`config.mk`:
```
export PLATFORM = sky130hd
export DESIGN_NAME = beep_seq
export DESIGN_NICKNAME = d
export VERILOG_FILES = /design/src/rtl/beep_seq.sv
export SDC_FILE = /design/constraint.sdc
export NUM_CORES = 1
export LEC_CHECK = 0
export ABC_AREA = 1
export ABC_CLOCK_PERIOD_IN_PS = 2500
export CAP_MARGIN = 10
export CORE_MARGIN = 2
export CORE_UTILIZATION = 25
export DETAILED_ROUTE_END_ITERATION = 6
export GPL_TIMING_DRIVEN = 0
export PLACE_DENSITY_LB_ADDON = 0.3
export SYNTH_ARGS = -nofsm -noshare
export SYNTH_HDL_FRONTEND = slang
export SYNTH_SLANG_ARGS = --single-unit
export TNS_END_PERCENT = 1
```
`constraint.sdc`:
```
create_clock -name clk -period 2.5 [get_ports clk]
set_input_delay 0.5 -clock clk [delete_from_list [all_inputs] [get_ports clk]]
set_output_delay 0.5 -clock clk [all_outputs]
set_load 0.05 [all_outputs]
```
`src/rtl/beep_seq.sv`:
```
// beep_seq: turns hit/win/over event pulses into bursts of tones on the beep stage's active-low start line.
// Defining BEEP_SEQ_WDOG_EN adds a per-tone watchdog (tone_cnt / wdog_err).
module beep_seq #(
    parameter int GAP_CYC  = 1000,
    parameter int N_HIT    = 1,
    parameter int N_WIN    = 3,
    parameter int N_OVER   = 5,
    parameter int CW       = 4,
    parameter int WDOG_CYC = 4096
) (
    input  logic clk,
    input  logic rst_n,
    input  logic evt_hit,
    input  logic evt_win,
    input  logic evt_over,
    input  logic beep_done,
    output logic beep_go_n,
    output logic busy,
    output logic evt_drop,
    output logic wdog_err
);
    localparam int GW = $clog2(GAP_CYC + 1);
    localparam logic [1:0] P_NONE = 2'd0;
    localparam logic [1:0] P_HIT  = 2'd1;
    localparam logic [1:0] P_WIN  = 2'd2;
    localparam logic [1:0] P_OVER = 2'd3;

    typedef enum logic [1:0] {S_IDLE, S_TONE, S_GAP} state_t;

    state_t        r_state;
    logic          r_go_n;
    logic          r_pend_vld;
    logic [1:0]    r_pend_prio;
    logic [CW-1:0] r_rem;
    logic [GW-1:0] r_gap_cnt;
    logic [1:0]    w_sel;
    logic [1:0]    w_nevt;
    logic          w_drop;

`ifdef BEEP_SEQ_WDOG_EN
    localparam int TW = $clog2(WDOG_CYC + 1);
    logic [TW-1:0] r_tone_cnt;
    logic          r_wdog;
`endif

    // Tones still to play after the first one, per event class.
    function automatic logic [CW-1:0] rem_of(input logic [1:0] prio);
        case (prio)
            P_OVER:  rem_of = CW'(N_OVER - 1);
            P_WIN:   rem_of = CW'(N_WIN - 1);
            default: rem_of = CW'(N_HIT - 1);
        endcase
    endfunction

    always_comb begin
        w_sel = P_NONE;
        if (evt_over)     w_sel = P_OVER;
        else if (evt_win) w_sel = P_WIN;
        else if (evt_hit) w_sel = P_HIT;
        w_nevt = {1'b0, evt_hit} + {1'b0, evt_win} + {1'b0, evt_over};
        // Outside IDLE a full slot always loses one event: the stored one or the new one.
        w_drop = (w_nevt > 2'd1) ||
                 ((r_state != S_IDLE) && r_pend_vld && (w_sel != P_NONE));
    end

    always_ff @(posedge clk or negedge rst_n) begin
        if (!rst_n) begin
            r_state     <= S_IDLE;
            r_go_n      <= 1'b1;
            r_pend_vld  <= 1'b0;
            r_pend_prio <= P_NONE;
            r_rem       <= '0;
            r_gap_cnt   <= '0;
`ifdef BEEP_SEQ_WDOG_EN
            r_tone_cnt  <= '0;
            r_wdog      <= 1'b0;
`endif
        end else begin
`ifdef BEEP_SEQ_WDOG_EN
            r_wdog <= 1'b0;
            if (r_state != S_TONE) r_tone_cnt <= '0;
`endif
            if ((r_state != S_IDLE) && (w_sel != P_NONE) &&
                (!r_pend_vld || (w_sel > r_pend_prio))) begin
                r_pend_vld  <= 1'b1;
                r_pend_prio <= w_sel;
            end

            case (r_state)
                S_IDLE: begin
                    if (r_pend_vld) begin
                        r_rem       <= rem_of(r_pend_prio);
                        r_pend_vld  <= (w_sel != P_NONE);
                        r_pend_prio <= w_sel;
                        r_state     <= S_TONE;
                        r_go_n      <= 1'b0;
                    end else if (w_sel != P_NONE) begin
                        r_rem   <= rem_of(w_sel);
                        r_state <= S_TONE;
                        r_go_n  <= 1'b0;
                    end
                end
                S_TONE: begin
                    if (beep_done) begin
                        r_go_n    <= 1'b1;
                        r_gap_cnt <= '0;
                        r_state   <= S_GAP;
`ifdef BEEP_SEQ_WDOG_EN
                    end else if (r_tone_cnt == TW'(WDOG_CYC - 1)) begin
                        r_wdog    <= 1'b1;
                        r_rem     <= '0;
                        r_go_n    <= 1'b1;
                        r_gap_cnt <= '0;
                        r_state   <= S_GAP;
                    end else begin
                        r_tone_cnt <= r_tone_cnt + TW'(1);
`endif
                    end
                end
                S_GAP: begin
                    if (r_gap_cnt == GW'(GAP_CYC - 1)) begin
                        if (r_rem != '0) begin
                            r_rem   <= r_rem - CW'(1);
                            r_go_n  <= 1'b0;
                            r_state <= S_TONE;
                        end else begin
                            r_state <= S_IDLE;
                        end
                    end else begin
                        r_gap_cnt <= r_gap_cnt + GW'(1);
                    end
                end
                default: begin
                    r_state <= S_IDLE;
                    r_go_n  <= 1'b1;
                end
            endcase
        end
    end

    assign beep_go_n = r_go_n;
    assign busy      = (r_state != S_IDLE) || r_pend_vld;
    assign evt_drop  = w_drop;
`ifdef BEEP_SEQ_WDOG_EN
    assign wdog_err  = r_wdog;
`else
    assign wdog_err  = (WDOG_CYC < 0);
`endif

endmodule

```
==> results of run 1 <==
==> flip-flops by register name, indices dropped and copies added, names as in the netlist <==
signal	flops
r_pend_vld	1
r_state	2
beep_go_n	1
r_pend_prio	2
r_gap_cnt	10
r_rem	4
==> metrics by stage <==
step	std cells	instance area (um2)	power [W]	util, %	hold slack, ns
after CTS	258	1540	0.00154	30.1	0.505
after floorplan	176	1320	0.00111	-	0.204
after global routing	258	1530	0.00167	30.0	0.569
final	258	1530	0.00152	30.0	0.505
after detailed placement	254	1480	0.00128	29.0	0.487
after global placement	254	1480	0.00127	29.0	0.475
==> worst paths after layout <==
| path | startpoint | endpoint | slack, ns | cells past startpoint |
|---|---|---|---|---|
| max | r_state[0] | busy | 0.15 | 3 |
| max reg2reg | r_gap_cnt[0] | r_gap_cnt[5] | 0.95 | 9 |
| min reg2reg | r_rem[1] | r_rem[1] | 0.50 | 2 |
| min | r_rem[1] | r_rem[1] | 0.50 | 2 |
| min in group asynchronous | rst_n | r_gap_cnt[6] | 0.77 | 1 |
| max in group asynchronous | rst_n | r_gap_cnt[1] | 1.16 | 1 |
==> cell families after synthesis <==
family,after synthesis,synth area share [%]
simple gates,94,33.7
buf+inv,29,10.1
compound gates,24,11.0
flops,20,38.2
fa+ha+maj,5,4.76
xor+xnor,3,2.00
other cells,1,0.285
==> area by class of cell <==
type | count | share of cell area (%)
multi-input cells | 127 | 44.4
flip-flops and latches | 20 | 32.7
well taps | 70 | 5.71
clock buffers | 4 | 3.59
inverters | 27 | 7.43
repair buffers | 8 | 4.90
plain buffers | 2 | 1.22
==> worst max-delay path: stages, from the launching register on <==
cell and delay (ns):
dfrtp_1 0.46, nor2_1 0.33, nand2_1 0.09, clkdlybuf4s50_1 0.71
==> metal layers <==
metal	up-vias	GRT usage [%]	share of wire, %
li1	590	-	-
met4	0	2.91	0.65
met3	2	3.08	3.8
met5	-	0	0
met2	14	14.0	43
met1	483	13.8	53
==> placed cells by master, fill, tap and decap left out, types with 4 or more instances in the layout <==
cell type	netlist	layout
inv_1	24	24
nand4_1	5	5
ha_1	5	5
o21ai_1	8	8
nor2_1	12	12
o21ai_2	4	4
clkbuf_8	0	4
nand2_1	48	48
o21ai_0	4	4
dfrtp_1	19	19
clkdlybuf4s50_1	0	7
nand3_1	20	20
==> power by group <==
part           switching (W)  internal (W)
clock               0.000113      0.000140
combinational       0.000466      0.000264
sequential          0.000113      0.000424
total               0.000692      0.000829
==> timing repair <==
item / 4_1_cts / 5_1_grt
setup endpoints to repair: 1 / 1
cloned: 0 / 0
resized for setup: 4 / 2
==> qor.yml, run 1 <==
outcome: "complete, no violations"
pin_count: 10
critical_path_class: "flop to primary output"
async_reset_ff_share_pct: 100
nets: 200
multiInputGateArea_um2: 681
diodes: 0
ys_top_cells_by_count: "nand2_1, inv_1, nand3_1, dfrtp_1, nor2_1"
worst_slack_ns: 0.145
tightestPinTransition_ns: 0.952
antenna_found_initial: 0
yosysMostFrequentCell: "nand2_1"
post-route-period-util_pct: 94.2
cts_buffers: 3
slew_headroom_pct: 36.4
power_density_nw_per_um2: 992
drt-initial-drc-count: 66
synth_top_area_share_pct: 36.2
synthCells: 176
grt_pass1_wl_um: 4620
fmax_ghz: 0.425
vias_per_cell: 4.22
arrival_ns: 1.85
fillerInstances: 573
clk_pin_slew_worst_paths_ns: 0.08
cts_buffer_depth: 2
wirelength_um: 2610
drt_first_pass_iters: 4
crit_path_start_kind: "flop"
seq_area_um2: 502
synth_top_cell_by_area: "dfrtp_1"
hold_viol: 0
post_drt_wl_per_cell_um: 10.1
die_area_um2: 5860
cts_tree: "built"
die_x_um: 76.5
cap_violations: 0
finalCriticalPeriod_ns: 2.35
synth.avg_cell_area_um2: 7.47
die_h_um: 76.5
grt.total_usage_pct: 9.70
leakagePower_nw: 0.718
ys_ff_latch: 20
ant_nets: 0
area_growth_pct: 16.6
required_ns: 2.00
critPathMaxFanout: 6
grt_pass1_vias: 992
seq_area_frac_synth_pct: 38.2
cp-end-kind: "primary output"
h-tree-depth: 1
skew_ns: 0.000712
synth_edf_count: 0
ctsHoldBuffers: 0
via_count: 1089
synth_nets: 187
grt.overflow.total: 0
synthFlopType: "dfrtp_1"
dp_hpwl_um: 1860
io_buffers: 8
min_path_type: "flop to flop"
ir_drop_v: 0.000497
start_util_pct: 25.7
ys_warn_count: 0
finalSetupViolations: 0
drc: 0
synth_area_leaders: "dfrtp_1, nand2_1, nand3_1"
clkLatencyLatePin_ns: 0.26
routabilityCongestion: 0.763
core-area_um2: 5110
cts.sinks: 20
syn-cell-area_um2: 1320
post_cts_buffers: 0
fin_tns_setup_ns: 0
rows: 26
final_max_slew_viol_count: 0
yosysUniqueCellTypes: 30
rsz0062_at_grt: "false"
dp_slack_ns: -0.363
grt_max_degree: 21
cts_root_buf: "clkbuf_8"
post_route_cells_drive_above_1_share_pct: 12.8
(Power assumes the default switching activity.)
==> inputs of run 2 (changes only) <==
- CORE_MARGIN: 2 -> default
==> run 2 against run 1 <==
Critical path depth stayed put. Final cell count unchanged. Power grew 4.1%. Non-clock buffer count is the same. Register-to-register slack lost 0.02 ns. Clock skew up 0.0032 ns. Setup slack got worse by 0.046 ns. Highest routed layer unchanged.
==> qor.yml, run 2 (synthesis gave the netlist of run 1 again) <==
outcome: "complete, no violations"  # unchanged
grt_max_degree: 21  # unchanged
finalSetupViolations: 0  # unchanged
seqPwrFrac_pct: 33.7  # was 35.3%
min_path_type: "flop to flop"  # unchanged
p_sw_share_pct: 43.1  # was 45.5%
cts_tree: "built"  # unchanged
grt.total_usage_pct: 10.9  # was 9.70%
vias_per_cell: 4.34  # was 4.22
leakagePower_nw: 0.725  # was 0.718 nW
io_buffers: 8  # unchanged
ir_drop_v: 0.000558  # was 0.000497 V
arrival_ns: 1.90  # was 1.85 ns
cts.sinks: 20  # unchanged
worst_slack_ns: 0.0992  # was 0.145 ns
p_int_w: 0.000901  # was 0.000829 W
core-area_um2: 5070  # was 5110 um2
wirelength_um: 2530  # was 2610 um
dp_hpwl_um: 1860  # about the same
die_x_um: 74.5  # was 76.5 um
critPathMaxFanout: 6  # unchanged
largest_register_ff_count: 10  # unchanged
routabilityCongestion: 0.783  # was 0.763
final_max_slew_viol_count: 0  # unchanged
hold_viol: 0  # unchanged
required_ns: 2.00  # about the same
regMostFlops: "r_gap_cnt"  # unchanged
skew_ns: 0.00389  # was 0.000712 ns
grt_pass1_vias: 1009  # was 992
whs_ns: 0.500  # was 0.505 ns
h-tree-depth: 1  # unchanged
clk_pin_slew_worst_paths_ns: 0.08  # about the same
top_regs: "r_gap_cnt: 10 flops, r_rem: 4 flops"  # unchanged
rsz0062_at_grt: "false"  # unchanged
cap_violations: 0  # unchanged
place_area_um2: 1480  # unchanged
grt_pass1_wl_um: 4540  # was 4620 um
grt.overflow.total: 0  # unchanged
tightestPinTransition_ns: 0.945  # was 0.952 ns
die_h_um: 74.5  # was 76.5 um
p_comb_share_pct: 45.6  # was 48.0%
antenna_found_initial: 0  # unchanged
crit_path_start_kind: "flop"  # unchanged
ctsHoldBuffers: 0  # unchanged
cp-end-kind: "primary output"  # unchanged
finalCriticalPeriod_ns: 2.40  # was 2.35 ns
p_sw_w: 0.000682  # was 0.000692 W
slew_headroom_pct: 36.8  # was 36.4%
power_density_nw_per_um2: 1020  # was 992 nW/um2
layout_common_cells: "nand2_1, inv_1, nand3_1, dfrtp_1, nor2_1"  # unchanged
post-route-period-util_pct: 96.0  # was 94.2%
start_util_pct: 25.9  # was 25.7%
diodes: 0  # unchanged
ant_nets: 0  # unchanged
fmax_ghz: 0.417  # was 0.425 GHz
drt-initial-drc-count: 48  # was 66
post_cts_buffers: 0  # unchanged
via_count: 1121  # was 1,089
cts_root_buf: "clkbuf_8"  # unchanged
fillerInstances: 582  # was 573
cts_buffers: 3  # unchanged
rows: 26  # unchanged
clkLatencyLatePin_ns: 0.26  # about the same
nets: 200  # unchanged
dp_slack_ns: -0.382  # was -0.363 ns
drt_first_pass_iters: 4  # unchanged
final_common_cell: "nand2_1"  # unchanged
finish.instance_area_um2: 1550  # was 1530 um2
cts_buffer_depth: 2  # unchanged
critical_path_class: "flop to primary output"  # unchanged
drc: 0  # unchanged
die_area_um2: 5550  # was 5860 um2
post_drt_wl_per_cell_um: 9.82  # was 10.1 um
pin_count: 10  # unchanged
area_growth_pct: 17.8  # was 16.6%
post_route_cells_drive_above_1_share_pct: 12.8  # unchanged
p_clk_share_pct: 20.7  # was 16.7%
[run 2: worst paths after layout]
check | cells past startpoint | slack, ns | endpoint | start
hold reg to reg | 2 | 0.50 | r_rem[0] | r_rem[0]
hold / removal | 2 | 0.50 | r_rem[0] | r_rem[0]
setup reg to reg | 9 | 0.93 | r_gap_cnt[6] | r_gap_cnt[0]
min in group asynchronous | 1 | 0.76 | r_pend_prio[1] | rst_n
max in group asynchronous | 1 | 1.16 | r_gap_cnt[2] | rst_n
setup / recovery | 3 | 0.1 | busy | r_state[0]
[run 2: power groups by stage]
stage / Sequential, W / Combinational (W) / Clock (W)
floorplan: 0.000545 / 0.000561 / 0
global placement: 0.000540 / 0.000730 / 0
detailed placement: 0.000537 / 0.000738 / 0
CTS: 0.000531 / 0.000739 / 0.000341
global route: 0.000549 / 0.000824 / 0.000352
finish: 0.000533 / 0.000722 / 0.000328
[run 2: what timing repair did]
action	in CTS	in global routing
cloned	0	0
gates resized for setup	4	2
setup endpoints to repair	1	1
[run 2: final cells by class]
type,count,area (um2),area share [%]
clock inverter,1,30.0,1.94
multi-input combinational,127,681,43.9
clock buffer,3,41.3,2.67
timing repair buffer,8,75.1,4.85
sequential,20,502,32.4
tap,70,87.6,5.65
buffer,2,18.8,1.21
inverter,27,114,7.35
[run 2: worst max-delay path: stages (launching register included)]
cell             delay (ns)
dfrtp_1                0.46
nor2_1                 0.36
nand2_1                0.10
clkdlybuf4s50_1        0.72
[run 2: layer usage]
layer / track usage (%) / wire (um) / vias up
li1: - / - / 593
met1: 14.6 / 1330 / 510
met2: 16.9 / 1070 / 16
met3: 3.39 / 102 / 2
met4: 3.14 / 27 / 0
met5: 0 / 0 / -
[run 2: through the flow]
| stage | total power, W | setup TNS [ns] | utilization [%] | cells |
|---|---|---|---|---|
| global placement | 0.00127 | -0.404 | 29.2 | 254 |
| global route | 0.00173 | 0 | 30.5 | 258 |
| floorplan | 0.00111 | 0 | - | 176 |
| finish | 0.00158 | 0 | 30.5 | 258 |
| detailed placement | 0.00127 | -0.382 | 29.2 | 254 |
| CTS | 0.00161 | 0 | 30.6 | 258 |
==> inputs of run 3 (changes only) <==
- CORE_UTILIZATION: 25 -> 56
- PLACE_DENSITY: default -> 0.77
- PLACE_DENSITY_LB_ADDON: 0.3 -> default
==> run 3 against run 2 <==
Setup slack better by 0.094 ns. Power decreased by 3.5%. Via count is 0.36% higher. Highest routed layer unchanged.
==> qor.yml, run 3 (synthesis gave the netlist of run 1 again) <==
worstRegToRegCells: 9  # unchanged
final_max_slew_viol_count: 0  # unchanged
cts_buffer_depth: 2  # unchanged
cp-end-kind: "primary output"  # unchanged
via_count: 1125  # was 1,121
start_util_pct: 59.4  # was 25.9%
post_cts_buffers: 0  # unchanged
nets: 200  # unchanged
grt_max_degree: 21  # unchanged
core-area_um2: 2210  # was 5070 um2
tightestPinTransition_ns: 0.904  # was 0.945 ns
grt.total_usage_pct: 21.7  # was 10.9%
outcome: "complete, no violations"  # unchanged
grt_pass1_vias: 1004  # was 1,009
post_drt_wl_per_cell_um: 11.1  # was 9.82 um
die_x_um: 50.5  # was 74.5 um
critPathMaxFanout: 3  # was 6
slew_headroom_pct: 39.5  # was 36.8%
grt_pass1_wl_um: 4070  # was 4540 um
cts_tree: "built"  # unchanged
drt_first_pass_iters: 4  # unchanged
top_regs: "r_gap_cnt: 10 flops, r_rem: 4 flops"  # unchanged
pin_count: 10  # unchanged
cts_buffers: 3  # unchanged
ctsHoldBuffers: 0  # unchanged
h-tree-depth: 1  # unchanged
diodes: 0  # unchanged
skew_ns: 0.00798  # was 0.00389 ns
clk_pin_slew_worst_paths_ns: 0.12  # was 0.08 ns
vias_per_cell: 5.21  # was 4.34
drc: 0  # unchanged
clkLatencyLatePin_ns: 0.31  # was 0.26 ns
arrival_ns: 1.81  # was 1.90 ns
cap_violations: 0  # unchanged
fin_tns_setup_ns: 0  # unchanged
min_path_type: "flop to flop"  # unchanged
post_route_cells_drive_above_1_share_pct: 12.8  # unchanged
die_area_um2: 2550  # was 5550 um2
critical_path_class: "primary input to primary output"  # was flop to primary output
io_buffers: 8  # unchanged
cts_resized: 4  # unchanged
wirelength_um: 2400  # was 2530 um
layout_common_cells: "nand2_1, inv_1, nand3_1, dfrtp_1, nor2_1"  # unchanged
ff2ff_setup_slack_ns: 0.92  # was 0.93 ns
finish.instance_area_um2: 1480  # was 1550 um2
ir_drop_v: 0.000725  # was 0.000558 V
rr_endpoint: "r_gap_cnt[6]"  # unchanged
crit_path_end: "evt_drop"  # was busy
place_area_um2: 1430  # was 1480 um2
rows: 17  # was 26
power_density_nw_per_um2: 1030  # was 1020 nW/um2
final_util_pct: 66.9  # was 30.5%
cts_root_buf: "clkbuf_4"  # was clkbuf_8
rsz0062_at_grt: "false"  # unchanged
critPathMaxStageDelay_ns: 0.50  # was 0.72 ns
required_ns: 2.00  # about the same
die_h_um: 50.5  # was 74.5 um
finalCriticalPeriod_ns: 2.31  # was 2.40 ns
grt.overflow.total: 0  # unchanged
crit_path_start_kind: "primary input"  # was flop
final_common_cell: "nand2_1"  # unchanged
crit_start: "evt_over"  # was r_state[0]
cp_slowest_cell: "clkdlybuf4s50_1"  # unchanged
finalSetupViolations: 0  # unchanged
routabilityCongestion: 0.800  # was 0.783
post-route-period-util_pct: 92.3  # was 96.0%
hold_viol: 0  # unchanged
regMostFlops: "r_gap_cnt"  # unchanged
antenna_found_initial: 0  # unchanged
ant_nets: 0  # unchanged
r2r_start: "r_gap_cnt[0]"  # unchanged
drt-initial-drc-count: 20  # was 48
dp_hpwl_um: 1810  # was 1860 um
cts.sinks: 20  # unchanged
fmax_ghz: 0.434  # was 0.417 GHz
crit_chain: "clkdlybuf4s50_1 -> inv_1 -> nand2_1 -> nor2_1 -> inv_1 -> nand2_1 -> o21ai_0 -> buf_2"  # was nor2_1 -> nand2_1 -> clkdlybuf4s50_1
leakagePower_nw: 0.717  # was 0.725 nW
largest_register_ff_count: 10  # unchanged
area_growth_pct: 12.6  # was 17.8%
## run 3: power breakdown
| group | internal (W) | total [W] | switching (W) |
|---|---|---|---|
| clock | 0.000162 | 0.000270 | 0.000108 |
| combinational | 0.000262 | 0.000724 | 0.000461 |
| sequential | 0.000424 | 0.000534 | 0.000110 |
## run 3: how the worst min path moves through the flow
stage / from / end / cells past startpoint
finish: r_rem[0] / r_rem[0] / 2
global route: r_rem[0] / r_rem[0] / 2
CTS: r_rem[1] / r_rem[1] / 2
detailed placement: r_rem[1] / r_rem[1] / 2
global placement: r_rem[0] / r_rem[0] / 2
floorplan: rst_n / r_gap_cnt[0] / 0
## run 3: worst max-delay path: cells and delay by family
kind / cells / cell delay, ns
buffers and inverters: 4 / 0.92
AO/OA/AOI/OAI: 1 / 0.14
AND/OR/NAND/NOR: 3 / 0.25
## run 3: metal layers
layer | global-route usage, % | share of wire, % | vias up
li1 | - | - | 591
met1 | 25.2 | 48 | 510
met4 | 13.9 | 2.6 | 0
met3 | 2.73 | 2.6 | 6
met2 | 37.3 | 47 | 18
met5 | 0 | 0 | -
## run 3: cell type report
cell class              count  area (um2)
fillers                   182         732
multi-input cells         127         681
flip-flops and latches     20         502
inverters                  27         114
repair buffers              8        77.6
well taps                  28        35.0
clock inverters             1        30.0
clock buffers               3        22.5
plain buffers               2        18.8
## run 3: metrics by stage
step / worst slack, ns / cells / hold slack, ns / total power, W
floorplan: 0.0988 / 176 / 0.204 / 0.00111
detailed placement: -0.367 / 212 / 0.489 / 0.00128
finish: 0.193 / 216 / 0.516 / 0.00153
global placement: -0.363 / 212 / 0.476 / 0.00125
global route: 0.0652 / 216 / 0.568 / 0.00166
CTS: 0.0447 / 216 / 0.519 / 0.00154
